## config.mk

```make
export PLATFORM = sky130hd
export DESIGN_NAME = ram_arbiter_flat
export DESIGN_NICKNAME = d
export VERILOG_FILES = /design/src/rtl/ram_arb_pkg.sv /design/src/rtl/ram_arbiter_if.sv /design/src/rtl/rr_pick2.sv /design/src/rtl/ram_arbiter.sv /design/src/flat_wrapper.sv
export SDC_FILE = /design/constraint.sdc
export NUM_CORES = 1
export LEC_CHECK = 0
export CORE_UTILIZATION = 40
export CTS_CLUSTER_SIZE = 16
export DETAILED_ROUTE_END_ITERATION = 6
export GPL_TIMING_DRIVEN = 0
export PLACE_DENSITY = 0.86
export SKIP_LAST_GASP = 1
export SLEW_MARGIN = 20
export SYNTH_ARGS = -nofsm -noshare
export SYNTH_HDL_FRONTEND = slang
export SYNTH_SLANG_ARGS = --single-unit
```

## constraint.sdc

```tcl
create_clock -name clk -period 2.3 [get_ports clk]
set_input_delay 0.69 -clock clk [delete_from_list [all_inputs] [get_ports clk]]
set_output_delay 0.69 -clock clk [all_outputs]
set_load 0.05 [all_outputs]
```

## src/rtl/ram_arb_pkg.sv

```systemverilog
// Shared types and constants for the two-requester RAM arbiter.
// Used by ram_arbiter, rr_pick2 and ram_arbiter_if.
package ram_arb_pkg;

  localparam int RAM_ADDR_W  = 5;
  localparam int RAM_DATA_W  = 32;
  localparam int GRANT_CNT_W = 16;

  localparam logic M0 = 1'b0;
  localparam logic M1 = 1'b1;

  typedef enum logic [1:0] {
    IDLE   = 2'd0,
    ACCESS = 2'd1,
    RDATA  = 2'd2
  } arb_state_t;

  // Both requesting: the one that did not win last time.
  function automatic logic rr_winner(input logic req0, input logic req1,
                                     input logic last_grant);
    logic w;
    w = M0;
    if (req0 && req1) begin
      w = ~last_grant;
    end else if (req1) begin
      w = M1;
    end
    return w;
  endfunction

endpackage

```

## src/rtl/ram_arbiter_if.sv

```systemverilog
// Requester and RAM-side bus of the RAM arbiter; slave = arbiter, master = environment.
// Grant counters exist only when RAM_ARB_STATS_EN is defined.
interface ram_arbiter_if import ram_arb_pkg::*; #(
  parameter int ADDR_W = RAM_ADDR_W,
  parameter int DATA_W = RAM_DATA_W
`ifdef RAM_ARB_STATS_EN
  , parameter int CNT_W = GRANT_CNT_W
`endif
) ();

  logic              m0_req;
  logic              m0_wr;
  logic [ADDR_W-1:0] m0_addr;
  logic [DATA_W-1:0] m0_wdata;
  logic              m0_ack;
  logic              m0_rvalid;
  logic [DATA_W-1:0] m0_rdata;

  logic              m1_req;
  logic              m1_wr;
  logic [ADDR_W-1:0] m1_addr;
  logic [DATA_W-1:0] m1_wdata;
  logic              m1_ack;
  logic              m1_rvalid;
  logic [DATA_W-1:0] m1_rdata;

  logic              ram_cen;
  logic              ram_wen;
  logic [ADDR_W-1:0] ram_addr;
  logic [DATA_W-1:0] ram_din;
  logic [DATA_W-1:0] ram_dout;

`ifdef RAM_ARB_STATS_EN
  logic [CNT_W-1:0]  m0_grant_cnt;
  logic [CNT_W-1:0]  m1_grant_cnt;
`endif

  modport slave (
    input  m0_req, m0_wr, m0_addr, m0_wdata,
    input  m1_req, m1_wr, m1_addr, m1_wdata,
    input  ram_dout,
    output m0_ack, m0_rvalid, m0_rdata,
    output m1_ack, m1_rvalid, m1_rdata,
    output ram_cen, ram_wen, ram_addr, ram_din
`ifdef RAM_ARB_STATS_EN
    , output m0_grant_cnt, m1_grant_cnt
`endif
  );

  modport master (
    output m0_req, m0_wr, m0_addr, m0_wdata,
    output m1_req, m1_wr, m1_addr, m1_wdata,
    output ram_dout,
    input  m0_ack, m0_rvalid, m0_rdata,
    input  m1_ack, m1_rvalid, m1_rdata,
    input  ram_cen, ram_wen, ram_addr, ram_din
`ifdef RAM_ARB_STATS_EN
    , input m0_grant_cnt, m1_grant_cnt
`endif
  );

endinterface

```

## src/rtl/rr_pick2.sv

```systemverilog
// Combinational two-way round-robin select: a lone requester wins,
// a tie goes to the requester that was not granted last.
module rr_pick2 import ram_arb_pkg::*; (
  input  logic req0,
  input  logic req1,
  input  logic last_grant,
  output logic valid,
  output logic winner
);

  always_comb begin
    valid  = req0 | req1;
    winner = rr_winner(req0, req1, last_grant);
  end

endmodule

```

## src/rtl/ram_arbiter.sv

```systemverilog
// Arbiter/sequencer sharing one single-port registered-output RAM between two requesters.
// Define RAM_ARB_STATS_EN to add saturating per-requester grant counters.
module ram_arbiter import ram_arb_pkg::*; #(
  parameter int ADDR_W = RAM_ADDR_W,
  parameter int DATA_W = RAM_DATA_W
`ifdef RAM_ARB_STATS_EN
  , parameter int CNT_W = GRANT_CNT_W
`endif
) (
  input logic          clk,
  input logic          reset,
  ram_arbiter_if.slave bus
);

  arb_state_t state;
  arb_state_t state_next;

  logic              last_grant;
  logic              winner_q;
  logic              wr_q;
  logic              pick_valid;
  logic              pick_winner;
  logic              grant;

  logic              sel_wr;
  logic [ADDR_W-1:0] sel_addr;
  logic [DATA_W-1:0] sel_wdata;

  logic              ram_cen_q;
  logic              ram_wen_q;
  logic [ADDR_W-1:0] ram_addr_q;
  logic [DATA_W-1:0] ram_din_q;
  logic [DATA_W-1:0] rdata0_q;
  logic [DATA_W-1:0] rdata1_q;

  logic              ack0;
  logic              ack1;
  logic              rvalid0;
  logic              rvalid1;

  rr_pick2 u_pick (
    .req0       (bus.m0_req),
    .req1       (bus.m1_req),
    .last_grant (last_grant),
    .valid      (pick_valid),
    .winner     (pick_winner)
  );

  always_comb begin
    sel_wr    = bus.m0_wr;
    sel_addr  = bus.m0_addr;
    sel_wdata = bus.m0_wdata;
    if (pick_winner == M1) begin
      sel_wr    = bus.m1_wr;
      sel_addr  = bus.m1_addr;
      sel_wdata = bus.m1_wdata;
    end
  end

  // New grants are only taken from IDLE, so cen can never be high two cycles running.
  assign grant = (state == IDLE) && pick_valid;

  always_ff @(posedge clk) begin
    if (reset) begin
      state <= IDLE;
    end else begin
      state <= state_next;
    end
  end

  always_comb begin
    state_next = state;
    ack0       = 1'b0;
    ack1       = 1'b0;
    rvalid0    = 1'b0;
    rvalid1    = 1'b0;
    case (state)
      IDLE: begin
        if (pick_valid) begin
          state_next = ACCESS;
        end
      end
      ACCESS: begin
        ack0       = (winner_q == M0);
        ack1       = (winner_q == M1);
        state_next = wr_q ? IDLE : RDATA;
      end
      RDATA: begin
        rvalid0    = (winner_q == M0);
        rvalid1    = (winner_q == M1);
        state_next = IDLE;
      end
      default: state_next = IDLE;
    endcase
  end

  // RAM controls are registered at the grant edge and dropped one cycle later.
  always_ff @(posedge clk) begin
    if (reset) begin
      last_grant <= M1;
      winner_q   <= M0;
      wr_q       <= 1'b0;
      ram_cen_q  <= 1'b0;
      ram_wen_q  <= 1'b0;
      ram_addr_q <= '0;
      ram_din_q  <= '0;
      rdata0_q   <= '0;
      rdata1_q   <= '0;
    end else begin
      ram_cen_q <= 1'b0;
      ram_wen_q <= 1'b0;
      if (grant) begin
        winner_q   <= pick_winner;
        wr_q       <= sel_wr;
        last_grant <= pick_winner;
        ram_cen_q  <= 1'b1;
        ram_wen_q  <= sel_wr;
        ram_addr_q <= sel_addr;
        ram_din_q  <= sel_wdata;
      end
      if (rvalid0) begin
        rdata0_q <= bus.ram_dout;
      end
      if (rvalid1) begin
        rdata1_q <= bus.ram_dout;
      end
    end
  end

  // The RAM output is already registered, so the winner sees it in the RDATA cycle itself.
  assign bus.m0_rdata  = rvalid0 ? bus.ram_dout : rdata0_q;
  assign bus.m1_rdata  = rvalid1 ? bus.ram_dout : rdata1_q;
  assign bus.m0_ack    = ack0;
  assign bus.m1_ack    = ack1;
  assign bus.m0_rvalid = rvalid0;
  assign bus.m1_rvalid = rvalid1;
  assign bus.ram_cen   = ram_cen_q;
  assign bus.ram_wen   = ram_wen_q;
  assign bus.ram_addr  = ram_addr_q;
  assign bus.ram_din   = ram_din_q;

`ifdef RAM_ARB_STATS_EN
  logic [CNT_W-1:0] m0_cnt;
  logic [CNT_W-1:0] m1_cnt;

  always_ff @(posedge clk) begin
    if (reset) begin
      m0_cnt <= '0;
      m1_cnt <= '0;
    end else begin
      if (ack0 && (m0_cnt != {CNT_W{1'b1}})) begin
        m0_cnt <= m0_cnt + 1'b1;
      end
      if (ack1 && (m1_cnt != {CNT_W{1'b1}})) begin
        m1_cnt <= m1_cnt + 1'b1;
      end
    end
  end

  assign bus.m0_grant_cnt = m0_cnt;
  assign bus.m1_grant_cnt = m1_cnt;
`endif

endmodule
```

## src/flat_wrapper.sv

```systemverilog
// flat-port wrapper written by rule: the top's interface ports become plain ports
module ram_arbiter_flat import ram_arb_pkg::*;
#(
  parameter int ADDR_W = RAM_ADDR_W,
  parameter int DATA_W = RAM_DATA_W

)
  (clk, reset, bus_m0_req, bus_m0_wr, bus_m0_addr, bus_m0_wdata, bus_m1_req, bus_m1_wr, bus_m1_addr, bus_m1_wdata, bus_ram_dout, bus_m0_ack, bus_m0_rvalid, bus_m0_rdata, bus_m1_ack, bus_m1_rvalid, bus_m1_rdata, bus_ram_cen, bus_ram_wen, bus_ram_addr, bus_ram_din);
  ram_arbiter_if #(.ADDR_W(ADDR_W), .DATA_W(DATA_W)) bus_i ();
  input logic clk;
  input logic reset;
  input wire logic [$bits(bus_i.m0_req)-1:0] bus_m0_req;
  input wire logic [$bits(bus_i.m0_wr)-1:0] bus_m0_wr;
  input wire logic [$bits(bus_i.m0_addr)-1:0] bus_m0_addr;
  input wire logic [$bits(bus_i.m0_wdata)-1:0] bus_m0_wdata;
  input wire logic [$bits(bus_i.m1_req)-1:0] bus_m1_req;
  input wire logic [$bits(bus_i.m1_wr)-1:0] bus_m1_wr;
  input wire logic [$bits(bus_i.m1_addr)-1:0] bus_m1_addr;
  input wire logic [$bits(bus_i.m1_wdata)-1:0] bus_m1_wdata;
  input wire logic [$bits(bus_i.ram_dout)-1:0] bus_ram_dout;
  output wire logic [$bits(bus_i.m0_ack)-1:0] bus_m0_ack;
  output wire logic [$bits(bus_i.m0_rvalid)-1:0] bus_m0_rvalid;
  output wire logic [$bits(bus_i.m0_rdata)-1:0] bus_m0_rdata;
  output wire logic [$bits(bus_i.m1_ack)-1:0] bus_m1_ack;
  output wire logic [$bits(bus_i.m1_rvalid)-1:0] bus_m1_rvalid;
  output wire logic [$bits(bus_i.m1_rdata)-1:0] bus_m1_rdata;
  output wire logic [$bits(bus_i.ram_cen)-1:0] bus_ram_cen;
  output wire logic [$bits(bus_i.ram_wen)-1:0] bus_ram_wen;
  output wire logic [$bits(bus_i.ram_addr)-1:0] bus_ram_addr;
  output wire logic [$bits(bus_i.ram_din)-1:0] bus_ram_din;
  assign bus_i.m0_req = bus_m0_req;
  assign bus_i.m0_wr = bus_m0_wr;
  assign bus_i.m0_addr = bus_m0_addr;
  assign bus_i.m0_wdata = bus_m0_wdata;
  assign bus_i.m1_req = bus_m1_req;
  assign bus_i.m1_wr = bus_m1_wr;
  assign bus_i.m1_addr = bus_m1_addr;
  assign bus_i.m1_wdata = bus_m1_wdata;
  assign bus_i.ram_dout = bus_ram_dout;
  assign bus_m0_ack = bus_i.m0_ack;
  assign bus_m0_rvalid = bus_i.m0_rvalid;
  assign bus_m0_rdata = bus_i.m0_rdata;
  assign bus_m1_ack = bus_i.m1_ack;
  assign bus_m1_rvalid = bus_i.m1_rvalid;
  assign bus_m1_rdata = bus_i.m1_rdata;
  assign bus_ram_cen = bus_i.ram_cen;
  assign bus_ram_wen = bus_i.ram_wen;
  assign bus_ram_addr = bus_i.ram_addr;
  assign bus_ram_din = bus_i.ram_din;
  ram_arbiter #(.ADDR_W(ADDR_W), .DATA_W(DATA_W)) u_core (.clk(clk), .reset(reset), .bus(bus_i));
endmodule
```

==> metrics.log <==
[metrics] Die Ht: between 100 and 150 um
[metrics] CTS H-Tree Depth: 3
[metrics] final number of hold-violating endpoints: 0
[metrics] final weighted congestion of routability-driven global placement: between 0.8 and 0.9
[metrics] Ports: 219
[metrics] share of final-layout standard cells stronger than drive strength 1: about a quarter
[metrics] overall power: about 4.5 mW
[metrics] worst path arrival time: approximately 1800 ps
[metrics] synthesis-to-layout area growth: 65.8%
[metrics] family of cells with the greatest summed delay on the critical path: buffers and inverters
[metrics] synthesized area per cell: just under 10 um2
[metrics] slew at the pin closest to its max-slew limit: between 500 and 600 ps
[metrics] cells along the critical path: nor3b_4, buf_6, buf_12, mux2_2, buf_6
[metrics] cell count along the critical path: 5
[metrics] Min-Delay Path Class: flop to flop
[metrics] peak supply drop: approximately 0.39 mV
[metrics] max-cap violation count: 0
[metrics] share of power burned in the clock network: a little under a quarter
[metrics] residual DRC count: 0
[metrics] portion of the clock cycle consumed by the worst path in the final layout: 107%
[metrics] via count: about 4300
[metrics] Max Clock Skew: about 18 ps
[metrics] nature of the critical path endpoint: output pin
[metrics] Detailed Route Iter0 Violations: about 260
[metrics] final critical delay including setup and external delays: 2470 ps
[metrics] CTS Buf Count: 9
[metrics] synthesized area: 4430 um2
[metrics] combinational group share of total power: a little under a third
[metrics] PD cells: 620 nW/um2
[metrics] count of placed standard cells including taps: a little over 800
[metrics] site row count: 38
[metrics] Finished Cell Area: 7340 um2
[metrics] path depth of the worst reg2reg path: 6
[metrics] pin count of the biggest net entering global routing: 20
[metrics] total negative slack: -7530 ps
[metrics] master of the slowest instance on the critical path: sky130_fd_sc_hd__dfxtp_4
[metrics] Seq cells post-synth: 108
[metrics] hold_buf cts: 0
[metrics] # setup viols final: between 60 and 70
[metrics] number of cells on the worst hold path: 1
[metrics] failing checks: negative setup slack
[metrics] Distinct cells, synth: 26
[metrics] switch share: 34.4%
[metrics] cell area after placement: approximately 6800 um2
[metrics] clock root buffer: sky130_fd_sc_hd__clkbuf_8
[metrics] slowest cell delay on critical path: roughly 370 ps
[metrics] result of the run: finished with violations
[metrics] unrepaired setup endpoints after global routing: yes
[metrics] final design utilization: around two thirds
[metrics] total die area: between 10000 and 15000 um2
[metrics] total global routing track utilization: 23.9%
[metrics] Sequential Power Share: 44.8%
[metrics] clock sink count: about 110
[metrics] layout filler cell count: slightly below 800
[metrics] Setup WS post-layout: -168 ps
[metrics] WL per Instance: around 18 um
[metrics] Warnings, synthesis: 0
[metrics] number of antenna violations at the first check in global routing: 0
[metrics] first-pass GRT wire length: roughly 21000 um
[metrics] worst slack at placement: -589 ps
[metrics] CP Buf/Inv Count: 3
[metrics] remaining number of nets flagged by the antenna check after routing: 0
[metrics] Internal Pwr Total: between 2 and 3 mW
[metrics] data required time of the critical path: ~1600 ps
[metrics] tightest slew margin relative to the limit: between 60% and 70%
[metrics] total leakage power: ~3.1 nW
[metrics] horizontal extent of the die: about 110 um
[metrics] count of input and output buffers: 217
[metrics] fin cells: between 800 and 900
[metrics] clock-pin slew on the worst setup and hold paths: approximately 110 ps
[metrics] nature of the critical path startpoint: flop
[metrics] DRT Pass-1 Iters: 4
[metrics] nets in the synthesized netlist: 562
[metrics] area of the core region: 10800 um2
[metrics] antenna diode count: 0
[metrics] switching power of the nets: 1.57 mW
[metrics] detailed-route vias per instance: around 5.2
[metrics] global route total overflow: 0
[metrics] worst hold slack after final layout: between 400 and 500 ps
[metrics] clock tree from TritonCTS: yes
[metrics] initial standard-cell utilization of the core: 41.0%
[metrics] maximum achievable frequency: approximately 0.4 GHz
[metrics] via count of the first global-routing pass: roughly 4200
[metrics] CP Class: flop to output pin
[metrics] sequential area share after synthesis: around half
[metrics] Total Nets Final: roughly 800
[metrics] maximum net fanout on the critical path: 10
[metrics] DPL Wire Length: between 10000 and 15000 um
[metrics] detailed-route wire length: about 15000 um
[metrics] number of pins with negative max-slew slack in the final report: 0
[metrics] Clock Latency Late Sink: ~360 ps
[metrics] Syn Inst Count: 450
[metrics] CP most frequent cell: sky130_fd_sc_hd__buf_6
[metrics] Clock Tree Buf Depth: 2
-- cells by family (layout without fill, tap and decap cells) --
kind of cell,Yosys count,in the layout,synth area share [%]
and+or+nand+nor,155,155,17.7
AOI/OAI and AO/OA,81,81,12.5
muxes,65,65,16.5
DFF,108,108,48.9
buffers and inverters,41,287,4.38
-- worst paths after layout --
| kind | startpoint | endpoint | slack, ps |
|---|---|---|---|
| worst min-delay path | u_core.wr_q | u_core.state[1] | 420 |
| worst max register to register | u_core.state[0] | u_core.bus.ram_din[26] | 600 |
| worst min register to register | u_core.wr_q | u_core.state[1] | 420 |
| worst max-delay path | u_core.state[1] | bus_m0_rdata[19] | -170 |
-- Yosys cell counts --
library cell | number | area (um2)
sky130_fd_sc_hd__nor3_1 | 2 | 10.0
sky130_fd_sc_hd__nor3b_4 | 1 | 18.8
sky130_fd_sc_hd__buf_4 | 2 | 15.0
sky130_fd_sc_hd__a21oi_1 | 39 | 195
sky130_fd_sc_hd__clkbuf_1 | 26 | 97.6
sky130_fd_sc_hd__mux2_2 | 30 | 338
sky130_fd_sc_hd__dfxtp_1 | 108 | 2160
sky130_fd_sc_hd__nand2_1 | 75 | 282
sky130_fd_sc_hd__mux2_1 | 34 | 383
sky130_fd_sc_hd__or2_2 | 2 | 12.5
sky130_fd_sc_hd__a211oi_1 | 1 | 7.51
sky130_fd_sc_hd__a21bo_2 | 1 | 10.0
sky130_fd_sc_hd__a311oi_1 | 37 | 324
sky130_fd_sc_hd__inv_1 | 2 | 7.51
sky130_fd_sc_hd__nand3b_2 | 1 | 11.3
sky130_fd_sc_hd__buf_6 | 3 | 33.8
sky130_fd_sc_hd__o21ai_0 | 2 | 10.0
sky130_fd_sc_hd__buf_2 | 8 | 40.0
sky130_fd_sc_hd__nor2_1 | 7 | 26.3
sky130_fd_sc_hd__and2b_1 | 4 | 30.0
sky130_fd_sc_hd__mux2i_1 | 1 | 10.0
sky130_fd_sc_hd__nand3b_1 | 1 | 7.51
sky130_fd_sc_hd__a21boi_0 | 1 | 7.51
sky130_fd_sc_hd__nand2b_1 | 1 | 6.26
sky130_fd_sc_hd__nand3_1 | 1 | 5.00
sky130_fd_sc_hd__nor2b_1 | 60 | 375
-- placed cells by master (no fill, tap or decap), drive strengths merged, types with 7 or more instances in the layout --
| cell | count |
|---|---|
| clkbuf | 38 |
| nor2 | 7 |
| clkdlybuf4s50 | 149 |
| nand2 | 75 |
| nor2b | 60 |
| buf | 92 |
| a311oi | 37 |
| a21oi | 39 |
| dfxtp | 108 |
| mux2 | 64 |
-- state kept, by name, indices dropped and copies added (netlist names) --
register and flops:
u_core.rdata0_q 32, u_core.bus.ram_addr 5, u_core.wr_q 1, u_core.rdata1_q 32, u_core.last_grant 1, u_core.bus.ram_cen 1
u_core.bus.ram_din 32, u_core.bus.ram_wen 1, u_core.state 2, u_core.winner_q 1
-- layout make-up --
type,instances,area (um2),share of cell area (%)
plain buffers,38,218,2.97
clock inverters,6,57.6,0.785
repair buffers,232,2400,32.7
flip-flops and latches,108,2170,29.6
multi-input cells,301,2180,29.8
well taps,140,175,2.39
inverters,2,7.51,0.102
clock buffers,9,124,1.69
-- routing by layer --
| layer | global-route usage, % | part of all wire (%) | up-vias |
|---|---|---|---|
| met5 | 0 | 0 | - |
| met4 | 9.39 | 2.9 | 0 |
| met3 | 6.32 | 7.8 | 34 |
| met2 | 43.2 | 50 | 219 |
| met1 | 26.6 | 39 | 2037 |
| li1 | - | - | 2034 |
-- worst reg2reg max path, delay by kind of cell, from the launching register on --
family                 cells  cell delay [ps]
AOI/OAI and AO/OA          1              130
DFF                        1              380
buffers and inverters      3              650
and+or+nand+nor            2              420
-- power groups by stage --
stage	Clock (mW)	Combinational [mW]	Sequential (mW)
floorplan	0	0.499	2.36
global placement	0	1.30	2.08
CTS	1.11	1.39	2.04
global route	1.20	1.49	2.05
finish	1.09	1.42	2.04
detailed placement	0	1.33	2.08
-- timing repair --
action	4_1_cts	5_1_grt
gates resized for setup	484	64
setup buffers	8	5
cloned	2	1
pin swaps	0	1
setup endpoints to repair	68	66
No activity file was read; power rests on OpenSTA's default activity.
